File: src/rtl/riscv_defines.sv
// Shared loader constants and the loader state encoding.
// The program loader and its bench-facing interface import these definitions.
package riscv_defines;

   localparam logic [7:0] SYNC_BYTE = 8'hA5;
   localparam logic [7:0] ACK_BYTE  = 8'h4B;
   localparam logic [7:0] NAK_BYTE  = 8'h45;

   typedef enum logic [2:0] {
      IDLE = 3'd0,
      LEN  = 3'd1,
      DATA = 3'd2,
      CSUM = 3'd3,
      RESP = 3'd4,
      RUN  = 3'd5
   } loader_state_e;

   // States in which an incoming byte stream is expected and may time out.
   function automatic logic state_is_receiving(loader_state_e s);
      return (s == LEN) || (s == DATA) || (s == CSUM);
   endfunction

   function automatic logic state_is_busy(loader_state_e s);
      return state_is_receiving(s) || (s == RESP);
   endfunction

endpackage

File: src/rtl/uart_prog_loader_if.sv
// Byte stream, response and core-programming signals of the UART program loader.
// The loader uses the master modport; its environment uses the slave modport.
interface uart_prog_loader_if;

   logic        rx_valid;
   logic [7:0]  rx_data;
   logic        tx_valid;
   logic [7:0]  tx_data;
   logic        tx_ready;
   logic        prog_en;
   logic [31:0] prog_addr;
   logic [31:0] prog_data;
   logic        start;
   logic        busy;

   modport master (
      input  rx_valid, rx_data, tx_ready,
      output tx_valid, tx_data, prog_en, prog_addr, prog_data, start, busy
   );

   modport slave (
      output rx_valid, rx_data, tx_ready,
      input  tx_valid, tx_data, prog_en, prog_addr, prog_data, start, busy
   );

endinterface

File: src/rtl/uart_prog_loader_timeout.sv
// Inter-byte timeout: a loadable down-counter reloaded by clear, flagging expiry
// when it has run down to zero while enabled.
module loader_timeout #(
   parameter int unsigned TIMEOUT_CYCLES = 10_000_000
) (
   input  logic clk,
   input  logic rstn,
   input  logic clear,
   input  logic enable,
   output logic expire
);

   localparam int unsigned   CW       = $clog2(TIMEOUT_CYCLES + 1);
   localparam logic [CW-1:0] LOAD_VAL = CW'(TIMEOUT_CYCLES - 1);

   logic [CW-1:0] cnt_q, cnt_d;

   always_comb begin
      cnt_d = cnt_q;
      if (clear) begin
         cnt_d = LOAD_VAL;
      end else if (enable && (cnt_q != '0)) begin
         cnt_d = cnt_q - CW'(1);
      end
   end

   always_ff @(posedge clk or negedge rstn) begin
      if (!rstn) begin
         cnt_q <= '0;
      end else begin
         cnt_q <= cnt_d;
      end
   end

   // Counter reaches zero TIMEOUT_CYCLES cycles after the last clear.
   assign expire = enable && (cnt_q == '0);

endmodule

File: src/rtl/uart_prog_loader.sv
// UART program loader: receives a framed program image (sync, length, words,
// checksum), writes each word to the core, answers ACK/NAK and releases the core.
module uart_prog_loader
   import riscv_defines::*;
#(
   parameter logic [31:0] ADDR_BASE      = 32'h0000_0000,
   parameter int unsigned MAX_WORDS      = 4096,
   parameter int unsigned TIMEOUT_CYCLES = 10_000_000
) (
   input  logic                clk,
   input  logic                rstn,
   uart_prog_loader_if.master  bus
);

   loader_state_e state_q, state_d;
   logic [1:0]    byte_cnt_q, byte_cnt_d;
   logic [15:0]   len_q, len_d;
   logic [15:0]   word_cnt_q, word_cnt_d;
   logic [23:0]   word_q, word_d;
   logic [7:0]    csum_q, csum_d;
   logic [7:0]    tx_data_q, tx_data_d;
   logic          prog_en_q, prog_en_d;
   logic [31:0]   prog_addr_q, prog_addr_d;
   logic [31:0]   prog_data_q, prog_data_d;

   logic          to_clear;
   logic          to_enable;
   logic          to_expire;
   logic [15:0]   len_full;
   logic [31:0]   word_full;
   logic [15:0]   word_cnt_inc;

   assign len_full     = {bus.rx_data, len_q[7:0]};
   assign word_full    = {bus.rx_data, word_q};
   assign word_cnt_inc = word_cnt_q + 16'd1;

   // NOTE: every _d takes its _q value first, so no path through the case can
   // leave a signal unassigned and infer a latch.
   always_comb begin
      state_d     = state_q;
      byte_cnt_d  = byte_cnt_q;
      len_d       = len_q;
      word_cnt_d  = word_cnt_q;
      word_d      = word_q;
      csum_d      = csum_q;
      tx_data_d   = tx_data_q;
      prog_en_d   = 1'b0;
      prog_addr_d = prog_addr_q;
      prog_data_d = prog_data_q;

      unique case (state_q)
         IDLE, RUN: begin
            if (bus.rx_valid && (bus.rx_data == SYNC_BYTE)) begin
               state_d    = LEN;
               byte_cnt_d = 2'd0;
               word_cnt_d = 16'd0;
               csum_d     = 8'd0;
            end
         end

         LEN: begin
            if (bus.rx_valid) begin
               if (byte_cnt_q == 2'd0) begin
                  len_d[7:0] = bus.rx_data;
                  byte_cnt_d = 2'd1;
               end else begin
                  len_d      = len_full;
                  byte_cnt_d = 2'd0;
                  if ((len_full == 16'd0) || (32'(len_full) > MAX_WORDS)) begin
                     state_d   = RESP;
                     tx_data_d = NAK_BYTE;
                  end else begin
                     state_d = DATA;
                  end
               end
            end else if (to_expire) begin
               state_d   = RESP;
               tx_data_d = NAK_BYTE;
            end
         end

         DATA: begin
            if (bus.rx_valid) begin
               csum_d     = csum_q + bus.rx_data;
               word_d     = {bus.rx_data, word_q[23:8]};
               byte_cnt_d = byte_cnt_q + 2'd1;
               if (byte_cnt_q == 2'd3) begin
                  prog_en_d   = 1'b1;
                  prog_data_d = word_full;
                  prog_addr_d = ADDR_BASE + {14'd0, word_cnt_q, 2'b00};
                  word_cnt_d  = word_cnt_inc;
                  if (word_cnt_inc == len_q) begin
                     state_d = CSUM;
                  end
               end
            end else if (to_expire) begin
               state_d   = RESP;
               tx_data_d = NAK_BYTE;
            end
         end

         CSUM: begin
            if (bus.rx_valid) begin
               state_d   = RESP;
               tx_data_d = (bus.rx_data == csum_q) ? ACK_BYTE : NAK_BYTE;
            end else if (to_expire) begin
               state_d   = RESP;
               tx_data_d = NAK_BYTE;
            end
         end

         RESP: begin
            // Incoming bytes are deliberately dropped until the response is taken.
            if (bus.tx_ready) begin
               state_d = (tx_data_q == ACK_BYTE) ? RUN : IDLE;
            end
         end

         default: begin
            state_d = IDLE;
         end
      endcase
   end

   // NOTE: sequential state uses non-blocking assignments only; the blocking
   // assignments above are confined to combinational next-state logic.
   always_ff @(posedge clk or negedge rstn) begin
      if (!rstn) begin
         state_q     <= IDLE;
         byte_cnt_q  <= '0;
         len_q       <= '0;
         word_cnt_q  <= '0;
         word_q      <= '0;
         csum_q      <= '0;
         tx_data_q   <= '0;
         prog_en_q   <= 1'b0;
         prog_addr_q <= '0;
         prog_data_q <= '0;
      end else begin
         state_q     <= state_d;
         byte_cnt_q  <= byte_cnt_d;
         len_q       <= len_d;
         word_cnt_q  <= word_cnt_d;
         word_q      <= word_d;
         csum_q      <= csum_d;
         tx_data_q   <= tx_data_d;
         prog_en_q   <= prog_en_d;
         prog_addr_q <= prog_addr_d;
         prog_data_q <= prog_data_d;
      end
   end

   // The timer restarts on every byte and on every state change, so each
   // receiving state gets its full idle window from the moment it is entered.
   assign to_clear  = bus.rx_valid || (state_d != state_q);
   assign to_enable = state_is_receiving(state_q);

   loader_timeout #(
      .TIMEOUT_CYCLES (TIMEOUT_CYCLES)
   ) u_timeout (
      .clk    (clk),
      .rstn   (rstn),
      .clear  (to_clear),
      .enable (to_enable),
      .expire (to_expire)
   );

   assign bus.tx_valid  = (state_q == RESP);
   assign bus.tx_data   = tx_data_q;
   assign bus.prog_en   = prog_en_q;
   assign bus.prog_addr = prog_addr_q;
   assign bus.prog_data = prog_data_q;
   assign bus.start     = (state_q == RUN);
   assign bus.busy      = state_is_busy(state_q);

endmodule

File: src/flat_wrapper.sv
// flat-port wrapper written by rule: the top's interface ports become plain ports
module uart_prog_loader_flat import riscv_defines::*;
#(
   parameter logic [31:0] ADDR_BASE      = 32'h0000_0000,
   parameter int unsigned MAX_WORDS      = 4096,
   parameter int unsigned TIMEOUT_CYCLES = 10_000_000
)
  (clk, rstn, bus_rx_valid, bus_rx_data, bus_tx_ready, bus_tx_valid, bus_tx_data, bus_prog_en, bus_prog_addr, bus_prog_data, bus_start, bus_busy);
  uart_prog_loader_if bus_i ();
  input  logic clk;
  input  logic rstn;
  input wire logic [$bits(bus_i.rx_valid)-1:0] bus_rx_valid;
  input wire logic [$bits(bus_i.rx_data)-1:0] bus_rx_data;
  input wire logic [$bits(bus_i.tx_ready)-1:0] bus_tx_ready;
  output wire logic [$bits(bus_i.tx_valid)-1:0] bus_tx_valid;
  output wire logic [$bits(bus_i.tx_data)-1:0] bus_tx_data;
  output wire logic [$bits(bus_i.prog_en)-1:0] bus_prog_en;
  output wire logic [$bits(bus_i.prog_addr)-1:0] bus_prog_addr;
  output wire logic [$bits(bus_i.prog_data)-1:0] bus_prog_data;
  output wire logic [$bits(bus_i.start)-1:0] bus_start;
  output wire logic [$bits(bus_i.busy)-1:0] bus_busy;
  assign bus_i.rx_valid = bus_rx_valid;
  assign bus_i.rx_data = bus_rx_data;
  assign bus_i.tx_ready = bus_tx_ready;
  assign bus_tx_valid = bus_i.tx_valid;
  assign bus_tx_data = bus_i.tx_data;
  assign bus_prog_en = bus_i.prog_en;
  assign bus_prog_addr = bus_i.prog_addr;
  assign bus_prog_data = bus_i.prog_data;
  assign bus_start = bus_i.start;
  assign bus_busy = bus_i.busy;
  uart_prog_loader #(.ADDR_BASE(ADDR_BASE), .MAX_WORDS(MAX_WORDS), .TIMEOUT_CYCLES(TIMEOUT_CYCLES)) u_core (.clk(clk), .rstn(rstn), .bus(bus_i));
endmodule
File: config.mk
export PLATFORM = sky130hd
export DESIGN_NAME = uart_prog_loader_flat
export DESIGN_NICKNAME = d
export VERILOG_FILES = /design/src/rtl/riscv_defines.sv /design/src/rtl/uart_prog_loader_if.sv /design/src/rtl/uart_prog_loader_timeout.sv /design/src/rtl/uart_prog_loader.sv /design/src/flat_wrapper.sv
export SDC_FILE = /design/constraint.sdc
export NUM_CORES = 1
export LEC_CHECK = 0
export ABC_AREA = 1
export CAP_MARGIN = 20
export CORE_MARGIN = 1.5
export CORE_UTILIZATION = 45
export DETAILED_ROUTE_END_ITERATION = 8
export GPL_TIMING_DRIVEN = 0
export HOLD_SLACK_MARGIN = 0.03
export PLACE_DENSITY = 0.73
export SETUP_SLACK_MARGIN = 0.2
export SLEW_MARGIN = 20
export SYNTH_ARGS = -nofsm -noshare
export SYNTH_HDL_FRONTEND = slang
export SYNTH_SLANG_ARGS = --single-unit
File: constraint.sdc
create_clock -name clk -period 4.3 [get_ports clk]
set_input_delay 0.86 -clock clk [delete_from_list [all_inputs] [get_ports clk]]
set_output_delay 0.86 -clock clk [all_outputs]
set_load 0.02 [all_outputs]
==> run_results.csv, run 1 <==
group,metric,value,unit
finish,drive_gt1_share,8.20,%
timing,drv_slew,0,
timing,relSlewSlack,61.9,%
clocking,cts_tree,"done",
finish,nFillCells,1520,
timing,max_freq,323,MHz
power,p_per_area,537,nW/um^2
floorplanning,initial_core_util,46.4,%
clocking,cts_root_buffer,"clkbuf_16",
yosys,netlist_top_cells_count,"nand2_1, dfrtp_1, o21ai_0",
setup_path,cp-end-kind,"flop",
finish,post-route-util,56.6,%
setup_path,cp_slowest_cell,"clkdlybuf4s50_1",
finish,nets,1036,
setup_path,worst-path-max-fanout,10,
finish,antennaDiodeCount,0,
timing,post-route-min-period,3090,ps
clocking,postCtsSetupBuffers,0,
finish,layout.cells.non_filler,1241,
power,power.total,4.86,mW
yosys,synth_edf_count,0,
timing,rsz0062_at_grt,"false",
yosys,yosys.area.top_type_share,50.6,%
finish,area_growth,21.9,%
power,p_leak,4.29,nW
clocking,clk_pin_slew,70,ps
grt,antenna_found_initial,0,
place,placed_cells,1209,
yosys,yosys.area.top_type,"dfrtp_1",
setup_path,path_class,"input port to flop",
setup_path,regToRegEndpoint,"u_core.bus.prog_addr[17]",
timing,setup_viol,0,
job,maxCapViolations,0,
setup_path,max_stage_delay,560,ps
finish,multi_input_area,3110,um^2
route,wl_per_cell,14.7,um
floorplanning,io-pin-count,88,
setup_path,r2r-start,"u_core.state_q[2]",
place,dpl_cell_area,8480,um^2
yosys,syn_inst,907,
worst_hold_path,hp-class,"input port to async pin",
grt,grt_pass1_vias,6207,
clocking,numCtsBuffers,17,
place,place_ws,809,ps
clocking,cts.sinks,150,
setup_path,rrSetupSlack,1600,ps
timing,final.setup.worst_slack,1210,ps
clocking,htree_levels,4,
power,ir_drop,318,uV
finish,seqCellArea,3750,um^2
floorplanning,core_area,16000,um^2
floorplanning,dieArea,17300,um^2
route,drc,0,
yosys,synth.most_common_cell,"nand2_1",
yosys,synth.cell_area,7420,um^2
setup_path,worst_path_dominant_cell_family,"buffers and inverters",
timing,fin_crit_sh,72.0,%
timing,hold_violations,0,
grt,grt_pass1_wl,30.7,mm
yosys,synth-seq-cells,150,
timing,fin_skew,11.7,ps
route,vias,6368,
route,vias_per_cell,5.13,
floorplanning,die_h,131,um
setup_path,cp-start-kind,"input port",
yosys,ys.flop_type,"dfrtp_1",
yosys,ys_warn_count,0,
floorplanning,row_count,46,
grt,grt_max_degree,92,
finish,final_area,9050,um^2
place,dpl.hpwl,12.8,mm
yosys,syn_avg_cell_area,8.19,um^2
setup_path,cp_num_buf_inv,4,
yosys,async_flop_share,100,%
route,ant_nets,0,
yosys,ys_seq_area_share,50.6,%
timing,tns,0,ps
timing,worst_pin_slew,572,ps
place,place.port_buffers,70,
setup_path,crit_arrival,3390,ps
grt,grt_usage,22.2,%
route,wl,18.2,mm
clocking,cts_buffer_depth,2,
status,status,"finished clean",
clocking,clkLatencyLatePin,440,ps
setup_path,required,4590,ps
setup_path,cp_common_cell,"nand2_1",
setup_path,reg2reg_depth,10,
timing,hold_slack,358,ps
clocking,holdBufCountCts,0,
route,drtIter0Drc,480,
setup_path,critical_path.cell_chain,"clkdlybuf4s50_1, inv_1, nand3_1, nor4_1, nand2_1, nand2_1, clkinv_1, a21oi_2, buf_2, o22ai_1",
yosys,synth_area_leaders,"dfrtp_1, nand2_1, o21ai_0",
yosys,netlist-cell-type-count,45,
grt,overflow,0,
route,drt-pass1-iter-count,7,
clocking,cts_resized,0,
place,gp_congestion,0.899,
floorplanning,fp.dieW,131,um
## kinds of logic after synthesis
kind of cell,share of synthesized area (%)
flip-flops,50.6
AND/OR/NAND/NOR,25.4
other,0.0505
buffers and inverters,8.34
AO/OA/AOI/OAI,10.2
adder cells (fa/ha/maj),2.12
XOR/XNOR,3.25
## placed cells by master, fill, tap and decap left out, drive strengths merged, types with 11 or more instances in the layout
cell,n
xor2,17
inv,109
nor2,89
nand4,18
nand3,53
ha,11
clkdlybuf4s50,69
o21ai,106
a21oi,17
nand2,246
clkbuf,34
dfrtp,150
conb,16
buf,25
## flip-flops by register name (all words and copies together), names as in the netlist
name / cells
u_core.word_q: 24
u_core.word_cnt_q: 16
u_core.bus.prog_en: 1
u_core.u_timeout.cnt_q: 24
u_core.byte_cnt_q: 2
u_core.state_q: 3
u_core.bus.prog_addr: 16
u_core.csum_q: 8
u_core.bus.tx_data: 8
u_core.bus.prog_data: 32
u_core.len_q: 16
## routing by layer
layer / GRT usage (%) / wire (um)
met1: 29.6 / 8270
met2: 35.9 / 8700
met3: 4.82 / 988
met4: 7.78 / 246
met5: 0 / 0
## power breakdown
part           internal (mW)  switching (mW)  total, mW
Combinational          0.532           0.901       1.43
Clock                  0.812           0.646       1.46
Sequential              1.74           0.237       1.97
## how the worst max path moves through the flow
stage               depth (start not counted)                         to           start
detailed placement                         10       u_core.word_cnt_q[3]  bus_rx_data[4]
global route                               10      u_core.word_cnt_q[10]  bus_rx_data[4]
floorplan                                  10   u_core.bus.prog_addr[17]    bus_rx_valid
global placement                            1  u_core.u_timeout.cnt_q[9]            rstn
CTS                                        10      u_core.word_cnt_q[10]  bus_rx_data[4]
finish                                     10      u_core.word_cnt_q[10]  bus_rx_data[4]
## area by class of cell
type | instances | share of cell area, %
Sequential cell | 150 | 41.5
Multi-Input combinational cell | 629 | 34.3
Timing Repair Buffer | 71 | 8.10
Clock buffer | 18 | 4.74
Inverter | 104 | 4.31
Tap cell | 216 | 2.99
Buffer | 39 | 2.53
Clock inverter | 14 | 1.53
Power figures use the tool's default switching activity.
==> inputs of run 2 (changes only) <==
- clock period: 4.3 -> 3.1 ns (I/O delays scaled with it)
==> run_results.csv, run 2 (synthesis gave the netlist of run 1 again) <==
group,metric,value,unit
clocking,cts_buffer_depth,2,
finish,drive_gt1_share,8.39,%
setup_path,max_stage_delay,570,ps
timing,hold_slack,115,ps
setup_path,cp-end-kind,"flop",
route,wl,18.2,mm
setup_path,cp_slowest_cell,"clkdlybuf4s50_1",
clocking,htree_levels,4,
place,gp_congestion,0.899,
route,drc,0,
power,p_comb_share,29.5,%
place,dpl.hpwl,12.8,mm
timing,drv_slew,0,
worst_hold_path,hp-class,"input port to async pin",
finish,post-route-util,56.7,%
route,vias,6326,
grt,grt_pass1_vias,6207,
route,drt-pass1-iter-count,5,
route,ant_nets,0,
finish,nFillCells,1521,
grt,antenna_found_initial,0,
setup_path,cp_common_cell,"nand2_1",
setup_path,required,3400,ps
floorplanning,initial_core_util,46.4,%
floorplanning,core_area,16000,um^2
timing,setup_viol,0,
power,internal_power,4.27,mW
power,p_leak,4.30,nW
setup_path,worst-path-max-fanout,10,
status,status,"finished clean",
clocking,clk_pin_slew,60,ps
grt,grt_usage,22.2,%
finish,largest_reg_flops,32,
timing,tns,0,ps
floorplanning,die_h,131,um
timing,relSlewSlack,61.0,%
setup_path,path_class,"input port to flop",
finish,final_cell_mix,"nand2_1, dfrtp_1, o21ai_0, inv_1, nor2_1",
power,clkPwrFrac,30.0,%
route,drtIter0Drc,455,
clocking,cts.sinks,150,
setup_path,crit_arrival,3080,ps
route,wl_per_cell,14.7,um
clocking,holdBufCountCts,0,
finish,antennaDiodeCount,0,
power,p_per_area,744,nW/um^2
timing,post-route-min-period,2780,ps
clocking,numCtsBuffers,17,
floorplanning,dieArea,17300,um^2
finish,area_growth,22.1,%
finish,seqCellArea,3750,um^2
power,seq_power_share,40.6,%
timing,fin_crit_sh,89.7,%
floorplanning,row_count,46,
setup_path,cp-start-kind,"input port",
setup_path,cp_num_buf_inv,4,
timing,max_freq,360,MHz
place,placed_cells,1209,
job,maxCapViolations,0,
clocking,cts_root_buffer,"clkbuf_16",
power,power.total,6.75,mW
finish,multi_input_area,3120,um^2
power,switching_share,36.7,%
timing,fin_skew,10.1,ps
route,vias_per_cell,5.10,
power,ir_drop,441,uV
floorplanning,fp.dieW,131,um
finish,layout.cells.non_filler,1241,
power,switchingPower,2.48,mW
clocking,cts_tree,"done",
timing,rsz0062_at_grt,"false",
place,place.port_buffers,70,
grt,grt_max_degree,92,
floorplanning,io-pin-count,88,
grt,grt_pass1_wl,30.7,mm
finish,nets,1036,
grt,overflow,0,
setup_path,critical_path.cell_chain,"clkdlybuf4s50_1, inv_1, nand3_1, nor4_1, nand2_1, nand2_1, clkinv_1, a21oi_4, buf_2, o22ai_1",
finish,final_common_cell,"nand2_1",
clocking,clkLatencyLatePin,440,ps
timing,worst_pin_slew,584,ps
setup_path,worst_path_dominant_cell_family,"buffers and inverters",
timing,hold_violations,0,
-- run 2: final cells by class --
| class | instances | share of cell area, % |
|---|---|---|
| clock inverter | 14 | 1.53 |
| sequential | 150 | 41.4 |
| multi-input combinational | 629 | 34.4 |
| timing repair buffer | 71 | 8.11 |
| inverter | 104 | 4.31 |
| buffer | 39 | 2.53 |
| clock buffer | 18 | 4.73 |
| tap | 216 | 2.98 |
-- run 2: power groups by stage --
| stage | sequential (mW) | clock, mW | combinational, mW |
|---|---|---|---|
| after floorplan | 2.77 | 0 | 1.31 |
| after global placement | 2.75 | 0 | 1.91 |
| after detailed placement | 2.76 | 0 | 1.95 |
| after CTS | 2.73 | 2.05 | 1.99 |
| after global routing | 2.80 | 2.12 | 2.25 |
| final | 2.74 | 2.02 | 1.99 |
-- run 2: metrics by stage --
step	area (um^2)	worst slack, ps
after detailed placement	8480	-151
after CTS	9050	287
after global placement	8450	-4680
after global routing	9070	190
after floorplan	7480	984
final	9070	319
-- run 2: final timing paths --
path                                         start                      end  slack (ps)  depth (start not counted)
max                                 bus_rx_data[4]    u_core.word_cnt_q[10]         320                         10
min                                           rstn  u_core.bus.prog_data[3]         120                          1
max reg2reg                      u_core.state_q[2]    u_core.word_cnt_q[10]         530                          9
min reg2reg                u_core.bus.prog_data[0]  u_core.bus.prog_data[0]         480                          2
max in group asynchronous                     rstn        u_core.state_q[2]        2180                          2
min in group clk           u_core.bus.prog_data[0]  u_core.bus.prog_data[0]         480                          2
-- run 2: worst reg2reg max path, stage by stage (launching register included) --
cell      delay, ps
dfrtp_1         450
nor2_1          160
nand2_1         120
nor2_4          260
inv_1           220
nand2_1         150
clkinv_1        290
a21oi_4         370
buf_2           310
o22ai_1         110
-- run 2: repair_timing --
| action | CTS | global route |
|---|---|---|
| endpoints found under the setup margin | 0 | 29 |
| buffers inserted | 0 | 0 |
| gates resized for setup | 0 | 5 |
-- run 2: metal layers --
| metal | share of wire (%) | vias to the layer above | track usage (%) |
|---|---|---|---|
| met4 | 1.6 | 0 | 7.78 |
| met5 | 0 | - | 0 |
| met2 | 48 | 153 | 35.9 |
| met1 | 46 | 3032 | 29.6 |
| met3 | 5.0 | 28 | 4.82 |
| li1 | - | 3113 | - |
==> inputs of run 3 (changes only) <==
- clock period: 3.1 -> 2.7 ns (I/O delays scaled with it)
==> run_results.csv, run 3 (synthesis gave the netlist of run 1 again) <==
group,metric,value,unit
status,status,"finished clean",
clocking,cts_root_buffer,"clkbuf_16",
finish,antennaDiodeCount,0,
finish,final_common_cell,"nand2_1",
route,vias,6388,
setup_path,regToRegEndpoint,"u_core.u_timeout.cnt_q[15]",
clocking,cts_tree,"done",
place,dpl.hpwl,12.8,mm
route,wl_per_cell,14.7,um
timing,post-route-min-period,2380,ps
grt,grt_max_degree,92,
clocking,htree_levels,4,
place,gp_congestion,0.899,
timing,drv_slew,0,
timing,hold_violations,0,
grt,grt_usage,22.3,%
setup_path,required,3070,ps
power,p_per_area,852,nW/um^2
route,wl,18.4,mm
clocking,cts.sinks,150,
finish,drive_gt1_share,10.3,%
floorplanning,fp.dieW,131,um
timing,max_freq,421,MHz
timing,setup_viol,0,
route,drc,0,
floorplanning,dieArea,17300,um^2
grt,grt_pass1_wl,30.8,mm
finish,nets,1045,
floorplanning,core_area,16000,um^2
power,ir_drop,533,uV
finish,seqCellArea,3750,um^2
setup_path,path_class,"flop to flop",
setup_path,reg2reg_depth,16,
clocking,numCtsBuffers,17,
finish,final_cell_mix,"nand2_1, dfrtp_1, o21ai_0, inv_1, nor2_1",
place,dpl_cell_area,8480,um^2
floorplanning,initial_core_util,46.4,%
timing,fin_crit_sh,88.1,%
setup_path,cp-end-kind,"flop",
finish,post-route-util,57.6,%
timing,fin_skew,8.67,ps
grt,antenna_found_initial,0,
route,vias_per_cell,5.11,
route,drt-pass1-iter-count,5,
timing,rsz0062_at_grt,"true",
setup_path,worst-path-max-fanout,10,
setup_path,crit_arrival,2750,ps
finish,final_area,9220,um^2
finish,area_growth,24.1,%
finish,multi_input_area,3180,um^2
floorplanning,io-pin-count,88,
setup_path,cp-start-kind,"flop",
floorplanning,die_h,131,um
setup_path,max_stage_delay,430,ps
setup_path,r2r-start,"u_core.word_cnt_q[1]",
clocking,clk_pin_slew,70,ps
setup_path,rrSetupSlack,320,ps
setup_path,worst_path_dominant_cell_family,"simple AND/OR/NAND/NOR gates",
setup_path,cp.depth,16,
worst_hold_path,hp-class,"input port to async pin",
setup_path,cp_num_buf_inv,2,
setup_path,critical_path.cell_chain,"ha_4, nand2_1, nor2_4, nand3_1, xnor3_1, nand2_1, nor2_1, nand3_2, nand2_1, nand2_1, nand2_2, nand2_2, nand2_2, inv_2, buf_6, nand3_1",
setup_path,cp_slowest_cell,"dfrtp_1",
grt,overflow,0,
route,drtIter0Drc,538,
finish,nFillCells,1509,
finish,largest_reg_flops,32,
place,place.port_buffers,70,
clocking,cts_buffer_depth,2,
setup_path,cp_common_cell,"nand2_1",
timing,relSlewSlack,63.8,%
job,maxCapViolations,0,
clocking,clkLatencyLatePin,440,ps
route,ant_nets,0,
timing,worst_pin_slew,543,ps
grt,grt_pass1_vias,6213,
power,p_leak,4.41,nW
floorplanning,row_count,46,
-- run 3: cell count changes in the layout (fill, tap and decap cells not counted), moves of 2 or more --
| cell | before | now |
|---|---|---|
| nor2_2 | 4 | 6 |
| dlymetal6s2s_1 | 1 | 4 |
| buf_4 | 17 | 25 |
| nor2_4 | 5 | 7 |
| clkdlybuf4s50_1 | 68 | 60 |
| nor2_1 | 80 | 76 |
| nand3_1 | 51 | 49 |
| dlygate4sd2_1 | 0 | 5 |
-- run 3: worst max-delay path by stage --
stage	start	endpoint	slack, ps
floorplan	u_core.u_timeout.cnt_q[0]	u_core.u_timeout.cnt_q[15]	640
global placement	rstn	u_core.u_timeout.cnt_q[9]	-5000
detailed placement	bus_rx_data[4]	u_core.word_cnt_q[3]	-470
CTS	bus_rx_data[0]	u_core.u_timeout.cnt_q[15]	210
global route	u_core.word_cnt_q[1]	u_core.u_timeout.cnt_q[19]	130
finish	u_core.word_cnt_q[1]	u_core.u_timeout.cnt_q[15]	320
-- run 3: metal layers --
layer  up-vias  share of wire, %  track usage, %
li1       3124                 -               -
met1      3062                45            29.8
met2       181                48            36.1
met3        21               5.7            4.75
met4         0               1.5            7.59
met5         -                 0               0
-- run 3: where the power goes --
part / internal [mW] / total (mW) / switching (mW)
logic: 0.909 / 2.39 / 1.48
clock network: 1.29 / 2.31 / 1.02
registers: 2.77 / 3.16 / 0.389
total: 4.97 / 7.86 / 2.89
-- run 3: through the flow --
step | power [mW] | setup WS, ps | hold WS [ps] | instances | setup TNS, ps
after detailed placement | 5.41 | -471 | 460 | 1209 | -15720
final | 7.86 | 322 | 36.1 | 1250 | 0
after global routing | 8.36 | 132 | 67.6 | 1250 | 0
after global placement | 5.34 | -5000 | 456 | 1208 | -762000
after floorplan | 4.69 | 639 | 244 | 922 | 0
after CTS | 7.78 | 212 | 43.8 | 1243 | 0
-- run 3: final cells by class --
class	instances	area share (%)
plain buffers	39	2.61
clock buffers	18	4.66
clock inverters	14	1.51
inverters	104	4.30
multi-input cells	629	34.5
flip-flops and latches	150	40.7
well taps	216	2.93
repair buffers	80	8.73
-- run 3: worst reg2reg max path, delay by kind of cell, from the launching register on --
family | cells | cell delay [ps]
flip-flops | 1 | 430
AND/OR/NAND/NOR | 12 | 1300
buffers and inverters | 2 | 190
XOR/XNOR | 1 | 230
adder cells (fa/ha/maj) | 1 | 170
-- run 3: timing repair --
item | CTS | global route
hold buffers | 0 | 0
setup endpoints to repair | 59 | 45
gates cloned | 0 | 0
pin swaps | 1 | 3
setup buffers | 2 | 7
gates resized for setup | 9 | 26
